$ cat src/rtl/if_fetch_unit.sv
// Instruction fetch stage: owns the PC, issues one word request at a time and
// holds the returned instruction for IF/ID until it is accepted or flushed.
module if_fetch_unit #(
  parameter logic [31:0] RESET_PC  = 32'h0000_0000,
  parameter logic [31:0] NOP_INSTR = 32'h0000_0013
) (
  input  logic        clk,
  input  logic        reset,
  input  logic        id_ready,
  input  logic        redirect_valid,
  input  logic [31:0] redirect_pc,
  output logic        imem_req,
  output logic [31:0] imem_addr,
  input  logic        imem_rvalid,
  input  logic [31:0] imem_rdata,
  output logic [31:0] instr_out,
  output logic [31:0] pc_out,
  output logic        fetch_valid,
  output logic [31:0] fetch_count
);

  localparam logic [1:0] ST_FETCH = 2'd0;
  localparam logic [1:0] ST_WAIT  = 2'd1;
  localparam logic [1:0] ST_VALID = 2'd2;
  localparam logic [1:0] ST_DRAIN = 2'd3;

  logic [1:0]  state_r, state_s;
  logic [31:0] pc_r, pc_s;
  logic [31:0] instr_r, instr_s;
  logic [31:0] pc_out_r, pc_out_s;
  logic        valid_r, valid_s;
  logic [31:0] count_r, count_s;

  assign imem_req    = (state_r == ST_FETCH);
  assign imem_addr   = {pc_r[31:2], 2'b00};
  assign instr_out   = instr_r;
  assign pc_out      = pc_out_r;
  assign fetch_valid = valid_r;
  assign fetch_count = count_r;

  // Next-state logic; a redirect overrides every other event in the cycle
  always_comb begin
    state_s  = state_r;
    pc_s     = pc_r;
    instr_s  = instr_r;
    pc_out_s = pc_out_r;
    valid_s  = valid_r;
    count_s  = count_r;
    if (redirect_valid) begin
      pc_s    = {redirect_pc[31:2], 2'b00};
      valid_s = 1'b0;
      instr_s = NOP_INSTR;
      // A request already sent (FETCH) or still unanswered must be drained
      case (state_r)
        ST_FETCH: state_s = ST_DRAIN;
        ST_WAIT:  state_s = imem_rvalid ? ST_FETCH : ST_DRAIN;
        ST_VALID: state_s = ST_FETCH;
        ST_DRAIN: state_s = imem_rvalid ? ST_FETCH : ST_DRAIN;
        default:  state_s = ST_FETCH;
      endcase
    end else begin
      case (state_r)
        ST_FETCH: state_s = ST_WAIT;
        ST_WAIT: begin
          if (imem_rvalid) begin
            instr_s  = imem_rdata;
            pc_out_s = pc_r;
            valid_s  = 1'b1;
            state_s  = ST_VALID;
          end else begin
            state_s = ST_WAIT;
          end
        end
        ST_VALID: begin
          if (id_ready) begin
            valid_s = 1'b0;
            instr_s = NOP_INSTR;
            pc_s    = pc_r + 32'd4;
            count_s = count_r + 32'd1;
            state_s = ST_FETCH;
          end else begin
            state_s = ST_VALID;
          end
        end
        ST_DRAIN: begin
          if (imem_rvalid) begin
            state_s = ST_FETCH;
          end else begin
            state_s = ST_DRAIN;
          end
        end
        default: state_s = ST_FETCH;
      endcase
    end
  end

  // State and output registers
  always_ff @(posedge clk or posedge reset) begin
    if (reset) begin
      state_r  <= ST_FETCH;
      pc_r     <= RESET_PC;
      instr_r  <= NOP_INSTR;
      pc_out_r <= 32'd0;
      valid_r  <= 1'b0;
      count_r  <= 32'd0;
    end else begin
      state_r  <= state_s;
      pc_r     <= pc_s;
      instr_r  <= instr_s;
      pc_out_r <= pc_out_s;
      valid_r  <= valid_s;
      count_r  <= count_s;
    end
  end

endmodule

$ cat config.mk
export PLATFORM = sky130hd
export DESIGN_NAME = if_fetch_unit
export DESIGN_NICKNAME = d
export VERILOG_FILES = /design/src/rtl/if_fetch_unit.sv
export SDC_FILE = /design/constraint.sdc
export NUM_CORES = 1
export LEC_CHECK = 0
export ABC_CLOCK_PERIOD_IN_PS = 4500
export CELL_PAD_IN_SITES_DETAIL_PLACEMENT = 1
export CELL_PAD_IN_SITES_GLOBAL_PLACEMENT = 1
export CORE_MARGIN = 2
export CORE_UTILIZATION = 35
export DETAILED_ROUTE_END_ITERATION = 8
export PLACE_DENSITY_LB_ADDON = 0.1
export SYNTH_ARGS = -nofsm -noshare
export SYNTH_HDL_FRONTEND = slang
export SYNTH_SLANG_ARGS = --single-unit
export TNS_END_PERCENT = 5
$ cat constraint.sdc
create_clock -name clk -period 4.5 [get_ports clk]
set_input_delay 0.45 -clock clk [delete_from_list [all_inputs] [get_ports clk]]
set_output_delay 0.45 -clock clk [all_outputs]
set_load 0.1 [all_outputs]
* Yosys cells after proc, flatten, opt, wreduce, memory -nomap -nowiden
Index checks and enable logic that the tools add are counted.
Cells by class: multiplexer cells 17, div/mod/pow operators 0, add/subtract/negate cells 2, bitwise gates (word level) 1, $lt $le $gt $ge 0, shift operators 0, $mul 0, reductions and logical operators 9, equal/unequal tests 5
Operators by type and width (count):
- 2-to-1 mux 32 bit | 6
- one-hot mux 32 bit (2 select lines) | 1
- adder 32 x 1 -> 32 bit, second input constant | 1
- adder 32 x 3 -> 32 bit, second input constant | 1
- AND reduction 3 bit | 3
- 2-to-1 mux 2 bit | 4
- one-hot mux 2 bit (4 select lines) | 1
- != test 3 bit, second input constant | 2
- one-hot mux 2 bit (3 select lines) | 1
- equality test 2 bit, second input constant | 2
- nonzero test 2 bit | 2
- 2-to-1 mux 1 bit | 3
- nonzero test 3 bit | 1
- equality test 2 x 1 -> 1 bit, second input constant | 1
- zero test 2 bit | 1
- one-hot mux 1 bit (2 select lines) | 1
- AND reduction 2 bit | 1
- OR reduction 2 bit | 1
- inverter 1 bit | 1
Word-level totals: RAM bits 0, word-level logic and storage cells 40, memories 0, bits in latches 0, ROM bits 0, input port bits 69, flip-flop bits (word level) 131

* Depth between registers and ports, before layout
Gate-level depths: netlist (run 1).
word-level depth 4, depth in mapped cells 7

* Worst setup path before layout (run 1)
No wires, ideal clock.
path type register to register, start register pc_r[4], end register pc_r[24], data arrival time 2.575 ns, slack 1.843 ns, buffers on the path 1, data required time 4.418 ns, setup time 0.082 ns, stages on the path, launching flop included 6, path through dfrtp_1 nand4_1 or4_4 buf_6 or4_1 a31oi_1
On the way: longest elaborated chain between the ends 4
RTL lines:
- from (decl) | line 28 | logic [31:0] pc_r, pc_s;
- from (signal assigned) | line 108 | pc_r <= pc_s;
- adder 32 x 3 -> 32 bit | line 78 | pc_s = pc_r + 32'd4;
- 2-to-1 mux 32 bit | line 75 | if (id_ready) begin
- 2-to-1 mux 32 bit | line 62 | case (state_r)
- 2-to-1 mux 32 bit | line 49 | if (redirect_valid) begin
Every way passes these cells. The select of a mux whose other input is x is not followed. A chain may end at the register's enable or synchronous reset.

* Worst setup path in the final report (run 1)
start input redirect_valid, end register count_r[21] (netlist: fetch_count[21])
On the way: longest elaborated chain between the ends 2
RTL lines:
- from (decl) | line 10 | input logic redirect_valid,
- inverter 1 bit (no line)
- AND reduction 3 bit (no line)
- to (signal assigned) | line 112 | count_r <= count_s;
- to (decl) | line 32 | logic [31:0] count_r, count_s;
Every way passes these cells.

==> results of run 1 <==
[sequential cells by signal, summed over array words and instances (netlist names)]
register	count
pc_r	30
pc_out	30
fetch_count	32
instr_out	32
state_r	2
fetch_valid	1
[cell families (layout without fill, tap and decap cells)]
kind of cell,Yosys count,in the layout,synth area share (%)
buffers and inverters,45,241,4.22
and+or+nand+nor,164,164,16.1
DFF,127,127,55.6
other,1,4,0.0656
xor gates and xnor gates,40,40,6.13
muxes,34,34,6.65
adders and majority gates,2,2,0.438
AOI/OAI and AO/OA,85,85,10.7
[cell type report]
class,count,area [um^2]
clock buffer,20,467
fill,1701,7540
multi-input combinational,329,2320
tap,216,270
timing repair buffer,196,1950
clock inverter,12,159
inverter,13,53.8
sequential,127,3180
[power by group]
group	switching, mW	internal (mW)
Sequential	0.183	1.38
Clock	0.527	0.917
Combinational	2.04	0.638
Total	2.75	2.93
[per-stage QoR]
| step | total power, mW | hold WS, ps | worst slack, ps | area (um^2) | util [%] |
|---|---|---|---|---|---|
| final | 5.68 | 488 | 1300 | 8400 | 52.7 |
| after global routing | 5.88 | 515 | 1090 | 8400 | 52.7 |
| after CTS | 5.74 | 495 | 1320 | 8400 | 52.7 |
| after detailed placement | 4.27 | 470 | 864 | 7770 | 48.8 |
| after global placement | 4.23 | 463 | 1050 | 7770 | 48.8 |
| after floorplan | 3.62 | 541 | 671 | 5730 | - |
[routing by layer]
layer  GRT usage (%)  part of all wire (%)  up-vias
li1                -                     -     2211
met1            23.7                    42     2451
met2            33.2                    51      128
met3            6.31                   6.0       14
met4            5.68                   1.1        0
met5               0                     0        -
[path summary, 6_finish.rpt]
check	from	to	slack, ps
max	redirect_valid	fetch_count[21]	1300
min	fetch_valid	fetch_valid	490
max reg2reg	state_r[0]	fetch_count[21]	1480
min reg2reg	fetch_valid	fetch_valid	490
max in group asynchronous	reset	fetch_count[22]	2960
min in group asynchronous	reset	instr_out[16]	650
[cells in the final DEF (no fill, tap or decap), types with 3 or more instances in the layout]
master             n
mux2_2            32
nor4b_1            3
clkinvlp_4         5
nor2_1            30
conb_1             4
xnor2_1           17
nand3_1           15
or3_1              5
o31ai_1           15
xor2_1            23
nand4_1           19
clkdlybuf4s50_1  192
bufinv_16          3
dfstp_2            3
o22a_1             3
inv_1             11
a31oi_1           21
or4_1             16
clkbuf_16         17
and3_1             3
or3_2              3
a22o_1            29
nor3_1             9
nor4_1            13
clkbuf_8           3
buf_4              4
nand2_1           28
and4_1             4
o21ai_0           16
dfrtp_1          124
==> qor.csv, run 1 <==
stage,metric,value,unit
worst_setup_path,Top delay family on crit path,simple AND/OR/NAND/NOR gates,
pwr,worst vdd ir,463,uV
drt,vias post-DR,4804,
drt,Routed WL per cell,18.3,um
yosys,Synth area leaders,"dfrtp_1 54%, mux2_2 6.3%, a22o_1 4.4%, xor2_1 3.5%, xnor2_1 2.6%",
sta,Worst Tran Pin Value,1010,ps
clocking,CTS H-tree depth,4,
finish,ant diodes,0,
grt,number of global-route vias before repair,5083,
worst_setup_path,CP Data Arrival Time,3530,ps
placed_design,IO Port Bufs,192,
yosys,Synth area leader,dfrtp_1,
finish,area delta synth->final,46.9,%
sta,post-route minimum period,3200,ps
yosys,Post-synth EDFFs,0,
floorplanning,Die Span X,132,um
floorplanning,Initial Util,35.9,%
drt,routed wire length,16.7,mm
worst_setup_path,worst path cell trace,clkdlybuf4s50_1 -> buf_4 -> nor4bb_1 -> nand4_1 -> nor4_1 -> xor2_1,
clocking,hold_buf cts,0,
yosys,Main synth FF type,dfrtp_1,
finish,layout cell share with drive strength beyond 1,12.1,%
sta,Clock Skew,6.31,ps
yosys,cell count after synthesis,498,
placed_design,routability cong.,0.751,
grt,first-pass GRT wire length,27.0,mm
pwr,leak pwr,3.45,nW
sta,Final Setup Violations,0,
clocking,cts bufs inserted,17,
worst_setup_path,Reg2Reg Depth,4,
placed_design,HPWL after DPL,11.4,mm
sta,RSZ-0062 raised after global routing,no,
drt,mean number of vias per cell,5.26,
placed_design,Cells after DPL,881,
outcome,status,"complete, no violations",
floorplanning,row cnt,46,
floorplanning,# IOs,199,
yosys,Ys Warns,0,
drt,# DRC,0,
job,# Max-Cap Violations,0,
min_path,Hold Path Depth,1,
grt,largest net degree at the start of global routing,107,
floorplanning,die height,132,um
worst_setup_path,CP Max Fanout,22,
sta,"Slew Viols, Final",0,
clocking,clk buf depth,2,
yosys,"count leader, synth",dfrtp_1,
grt,Total GRT Usage,19.5,%
yosys,Yosys top cell area share,54.3,%
sta,"Hold Violations, Final",0,
grt,initial antenna violation count,0,
drt,Post-DRT Antenna Nets,0,
sta,Setup TNS Final,0,ps
pwr,cell area power density,676,mW/mm^2
drt,DRT Pass-1 Iters,5,
yosys,Post-Syn Area,0.00572,mm^2
sta,fmax,0.313,GHz
yosys,ys async rst share,100,%
clocking,CTS sink count,127,
worst_setup_path,Worst Path Buf+Inv,2,
worst_setup_path,slowest cell on the critical path,nor4bb_1,
yosys,syn_area_per_cell,11.5,um^2
clocking,clk_lat worst skew,410,ps
sta,post-route clock period utilization,71.1,%
clocking,PostCTS Resize Cnt,0,
yosys,post-synthesis register bit count,127,
min_path,hold crit path type,flop to flop,
worst_setup_path,Setup crit end kind,flop,
clocking,"Setup Fix Bufs, Post-CTS",0,
sta,relative slew slack,31.4,%
grt,remaining global-route overflow,0,
worst_setup_path,Worst EP required,4830,ps
yosys,synth cell count leaders,"124 x dfrtp_1, 32 x mux2_2, 30 x nor2_1",
floorplanning,core region area,0.0159,mm^2
finish,Non-Filler Instances,913,
drt,Iter 0 DRT Violations,227,
clocking,clock tree root buffer cell,clkbuf_16,
finish,Nets,755,
worst_setup_path,Critical Path Stages,6,
clocking,CTS tree,yes,
clocking,clock-pin slew on the worst setup and hold paths,60,ps
yosys,"Seq/Total Area, Yosys",55.6,%
yosys,post-synth cell types,45,
worst_setup_path,Crit Path Category,input port to flop,
worst_setup_path,CP Launch Type,input port,
floorplanning,die area,0.0174,mm^2
worst_setup_path,CP peak stage delay,880,ps
Note: power is estimated with default switching activity, not from simulation.
==> run 2, diff against run 1 <==
--- a/config.mk
+++ b/config.mk
@@ -5,7 +5,7 @@
 export SDC_FILE = /design/constraint.sdc
 export NUM_CORES = 1
 export LEC_CHECK = 0
-export ABC_CLOCK_PERIOD_IN_PS = 4500
+export ABC_CLOCK_PERIOD_IN_PS = 3250
 export CELL_PAD_IN_SITES_DETAIL_PLACEMENT = 1
 export CELL_PAD_IN_SITES_GLOBAL_PLACEMENT = 1
 export CORE_MARGIN = 2
==> constraint.sdc (replaced) <==
create_clock -name clk -period 3.25 [get_ports clk]
set_input_delay 0.325 -clock clk [delete_from_list [all_inputs] [get_ports clk]]
set_output_delay 0.325 -clock clk [all_outputs]
set_load 0.1 [all_outputs]
==> qor.csv, run 2 (same netlist as run 1, synthesis figures left out) <==
stage,metric,value,unit
outcome,status,"complete, no violations",
pwr,leak pwr,3.51,nW
sta,Setup TNS Final,0,ps
clocking,PostCTS Resize Cnt,0,
finish,fin util,53.1,%
placed_design,HPWL after DPL,11.6,mm
drt,Routed WL per cell,18.3,um
grt,largest net degree at the start of global routing,67,
drt,Post-DRT Antenna Nets,0,
grt,number of global-route vias before repair,5106,
clocking,CTS H-tree depth,4,
finish,Final Cell Area,0.00846,mm^2
drt,Iter 0 DRT Violations,199,
clocking,clock-pin slew on the worst setup and hold paths,60,ps
drt,routed wire length,16.8,mm
worst_setup_path,CP Launch Type,flop,
worst_setup_path,Setup crit end kind,output port,
sta,relative slew slack,31.8,%
finish,ant diodes,0,
worst_setup_path,worst path cell trace,clkdlybuf4s50_1,
floorplanning,Initial Util,35.9,%
min_path,hold crit path type,input port to async pin,
grt,first-pass GRT wire length,27.6,mm
clocking,CTS sink count,127,
clocking,clk buf depth,2,
drt,# DRC,0,
floorplanning,core region area,0.0159,mm^2
grt,remaining global-route overflow,0,
worst_setup_path,reg2reg end,pc_r[31],
sta,Final Setup Violations,0,
floorplanning,# IOs,199,
worst_setup_path,Crit Path Category,flop to output port,
finish,layout cell share with drive strength beyond 1,13.8,%
clocking,clk_lat worst skew,410,ps
worst_setup_path,FF-to-FF Start,pc_r[11],
pwr,worst vdd ir,589,uV
worst_setup_path,Worst EP required,2920,ps
placed_design,IO Port Bufs,192,
placed_design,placed cell areas,0.00782,mm^2
sta,post-route minimum period,2480,ps
worst_setup_path,r2r setup slk,1000,ps
grt,Total GRT Usage,19.8,%
worst_setup_path,Reg2Reg Depth,4,
worst_setup_path,slowest cell on the critical path,clkdlybuf4s50_1,
worst_setup_path,Worst Path Buf+Inv,1,
floorplanning,die height,132,um
finish,most frequent cells in the layout,"185 x clkdlybuf4s50_1, 124 x dfrtp_1, 32 x mux2_2",
pwr,total power,7.94,mW
finish,area delta synth->final,48.0,%
floorplanning,Die Span X,132,um
finish,"commonest non-fill, non-tap cell in the layout",clkdlybuf4s50_1,
drt,DRT Pass-1 Iters,4,
pwr,cell area power density,938,mW/mm^2
drt,mean number of vias per cell,5.22,
sta,post-route clock period utilization,76.2,%
worst_setup_path,Top delay family on crit path,buffers and inverters,
floorplanning,row cnt,46,
clocking,clock tree root buffer cell,clkbuf_16,
clocking,hold_buf cts,0,
sta,"Slew Viols, Final",0,
sta,"Hold Violations, Final",0,
worst_setup_path,CP peak stage delay,1200,ps
finish,Nets,762,
job,# Max-Cap Violations,0,
grt,initial antenna violation count,0,
worst_setup_path,CP Data Arrival Time,2150,ps
worst_setup_path,CP Max Fanout,9,
sta,Worst Tran Pin Value,1020,ps
drt,vias post-DR,4803,
placed_design,routability cong.,0.763,
floorplanning,die area,0.0174,mm^2
sta,fmax,0.404,GHz
clocking,"Setup Fix Bufs, Post-CTS",0,
clocking,cts bufs inserted,17,
sta,RSZ-0062 raised after global routing,no,
sta,Clock Skew,6.34,ps
clocking,CTS tree,yes,
==> run 2: changes by cell type in the layout (fill, tap and decap cells not counted), sizes merged <==
cell	change
clkbuf	+2
clkinvlp	-1
clkdlybuf4s50	-7
bufinv	+1
buf	+14
inv	-2
==> run 2: power by group <==
part	switching, mW	leakage (nW)	internal, mW
clock network	0.701	0.308	1.36
registers	0.259	1.57	1.91
logic	2.82	1.63	0.888
total	3.78	3.51	4.16
==> run 2: cell type report <==
type                            instances  area [um^2]
Fill cell                            1677         7480
Tap cell                              216          270
Clock inverter                         10          158
Clock buffer                           22          484
Sequential cell                       127         3180
Inverter                               13         52.6
Timing Repair Buffer                  203         2000
Multi-Input combinational cell        329         2320
==> run 2: worst max path at each step <==
| stage | cells past startpoint | end | start | slack (ps) |
|---|---|---|---|---|
| floorplan | 5 | pc_r[24] | pc_r[4] | 590 |
| global placement | 5 | pc_r[11] | id_ready | 870 |
| detailed placement | 5 | pc_r[11] | id_ready | 800 |
| CTS | 1 | imem_addr[14] | pc_r[14] | 750 |
| global route | 1 | imem_addr[9] | pc_r[9] | 730 |
| finish | 1 | imem_addr[14] | pc_r[14] | 770 |
==> run 2: stage by stage <==
step           setup WS (ps)  instances  hold slack [ps]
3_5_place_dp             798        888              470
4_1_cts                  754        920              373
5_1_grt                  731        920              389
2_1_floorplan            593        501              418
3_3_place_gp             872        888              461
6_report                 774        920              367
==> run 2: metal layers <==
| metal | GRT usage [%] | vias up | wire length (um) |
|---|---|---|---|
| met2 | 33.2 | 126 | 8300 |
| met4 | 4.71 | 0 | 136 |
| met3 | 6.81 | 12 | 991 |
| met1 | 24.8 | 2445 | 7390 |
| met5 | 0 | - | 0 |
| li1 | - | 2220 | - |
==> run 3, diff against run 2 <==
--- a/config.mk
+++ b/config.mk
@@ -5,7 +5,7 @@
 export SDC_FILE = /design/constraint.sdc
 export NUM_CORES = 1
 export LEC_CHECK = 0
-export ABC_CLOCK_PERIOD_IN_PS = 3250
+export ABC_CLOCK_PERIOD_IN_PS = 2560
 export CELL_PAD_IN_SITES_DETAIL_PLACEMENT = 1
 export CELL_PAD_IN_SITES_GLOBAL_PLACEMENT = 1
 export CORE_MARGIN = 2
==> constraint.sdc (replaced) <==
create_clock -name clk -period 2.56 [get_ports clk]
set_input_delay 0.256 -clock clk [delete_from_list [all_inputs] [get_ports clk]]
set_output_delay 0.256 -clock clk [all_outputs]
set_load 0.1 [all_outputs]
==> qor.csv, run 3 (same netlist as run 1, synthesis figures left out) <==
stage,metric,value,unit
sta,Final Setup Violations,0,
pwr,leak pwr,3.63,nW
clocking,clk buf depth,2,
floorplanning,Die Span X,132,um
finish,ant diodes,0,
sta,"Slew Viols, Final",0,
floorplanning,die height,132,um
clocking,clock-pin slew on the worst setup and hold paths,60,ps
placed_design,HPWL after DPL,11.3,mm
drt,routed wire length,16.2,mm
worst_setup_path,slowest cell on the critical path,or4_4,
placed_design,IO Port Bufs,192,
worst_setup_path,CP peak stage delay,720,ps
finish,area delta synth->final,41.3,%
grt,first-pass GRT wire length,27.1,mm
clocking,CTS sink count,127,
finish,Nets,764,
outcome,status,"complete, no violations",
sta,WHS,109,ps
sta,Clock Skew,8.38,ps
worst_setup_path,Setup crit end kind,flop,
finish,"commonest non-fill, non-tap cell in the layout",buf_4,
job,# Max-Cap Violations,0,
drt,mean number of vias per cell,5.24,
worst_setup_path,r2r setup slk,340,ps
placed_design,routability cong.,0.763,
grt,remaining global-route overflow,0,
grt,number of global-route vias before repair,5112,
pwr,cell area power density,1180,mW/mm^2
worst_setup_path,Top delay family on crit path,simple AND/OR/NAND/NOR gates,
drt,Routed WL per cell,17.7,um
sta,RSZ-0062 raised after global routing,no,
grt,largest net degree at the start of global routing,66,
finish,most frequent cells in the layout,"137 x buf_4, 124 x dfrtp_1, 66 x clkdlybuf4s50_1",
worst_setup_path,worst path cell trace,nand4_2 -> or4_4 -> or4_1 -> a31oi_1,
floorplanning,# IOs,199,
worst_setup_path,Worst Path Buf+Inv,0,
finish,Final Cell Area,0.00808,mm^2
floorplanning,row cnt,46,
worst_setup_path,reg2reg end,pc_r[21],
worst_setup_path,CP Launch Type,flop,
drt,DRT Pass-1 Iters,4,
floorplanning,Initial Util,35.9,%
worst_setup_path,CP Data Arrival Time,2550,ps
worst_setup_path,Reg2Reg Depth,4,
worst_setup_path,Worst EP required,2890,ps
min_path,hold crit path type,input port to async pin,
floorplanning,die area,0.0174,mm^2
worst_setup_path,Crit Path Category,flop to flop,
finish,layout cell share with drive strength beyond 1,30.4,%
clocking,CTS tree,yes,
clocking,"Setup Fix Bufs, Post-CTS",0,
sta,"Hold Violations, Final",0,
grt,Total GRT Usage,19.3,%
drt,Post-DRT Antenna Nets,0,
sta,post-route clock period utilization,86.7,%
clocking,hold_buf cts,0,
worst_setup_path,CP Max Fanout,24,
drt,vias post-DR,4814,
sta,post-route minimum period,2220,ps
clocking,clock tree root buffer cell,clkbuf_16,
sta,fmax,0.450,GHz
clocking,cts bufs inserted,17,
placed_design,placed cell areas,0.00755,mm^2
clocking,PostCTS Resize Cnt,0,
floorplanning,core region area,0.0159,mm^2
grt,initial antenna violation count,0,
sta,Setup TNS Final,0,ps
drt,Iter 0 DRT Violations,202,
clocking,clk_lat worst skew,410,ps
clocking,CTS H-tree depth,4,
finish,fin util,50.7,%
worst_setup_path,FF-to-FF Start,pc_r[10],
drt,# DRC,0,
pwr,worst vdd ir,946,uV
run 3: cell types whose count changed in the layout (fill, tap and decap cells not counted), sizes merged:
cell | previous run | this run
clkdlybuf4s50 | 185 | 66
clkinvlp | 4 | 2
clkinv | 3 | 6
clkbuf | 22 | 21
bufinv | 4 | 1
buf | 18 | 139
run 3: cell type report:
class                      instances  area [um^2]
fill                            1742         7870
sequential                       127         3180
multi-input combinational        329         2320
timing repair buffer             205         1730
clock buffer                      21          460
tap                              216          270
clock inverter                     8         67.6
inverter                          13         52.6
run 3: worst max path at each step:
stage | start | endpoint | slack, ps | depth (start not counted)
4_1_cts | pc_r[5] | pc_r[31] | 330 | 4
6_report | pc_r[10] | pc_r[21] | 340 | 4
5_1_grt | pc_r[2] | pc_r[14] | 190 | 5
3_5_place_dp | id_ready | pc_r[14] | 250 | 5
2_1_floorplan | pc_r[4] | pc_r[24] | -100 | 5
3_3_place_gp | id_ready | pc_r[14] | 280 | 5
run 3: power by group:
part	total (mW)	switching (mW)	internal (mW)
Combinational	4.56	3.56	0.995
Clock	2.18	0.828	1.36
Sequential	2.76	0.339	2.42
Total	9.50	4.73	4.77
run 3: layer usage:
metal  up-vias  GRT usage (%)  wire length, um  share of wire, %
met3        16           5.61              879               5.4
met1      2457           24.6             7200                44
met5         -              0                0                 0
li1       2214              -                -                 -
met4         0           6.34              241               1.5
met2       127           31.9             7920                49
run 3: stage by stage:
step           setup WS (ps)  power, mW  cells
2_1_floorplan          -97.3       6.36    501
3_3_place_gp             278       7.31    890
3_5_place_dp             249       7.38    890
4_1_cts                  329       9.61    919
5_1_grt                  195       9.87    919
6_report                 340       9.50    919
run 3: worst register-to-register path: stages (launching register included):
cell     delay, ps
dfrtp_1        490
nand4_2        200
or4_4          720
or4_1          530
a31oi_1        200
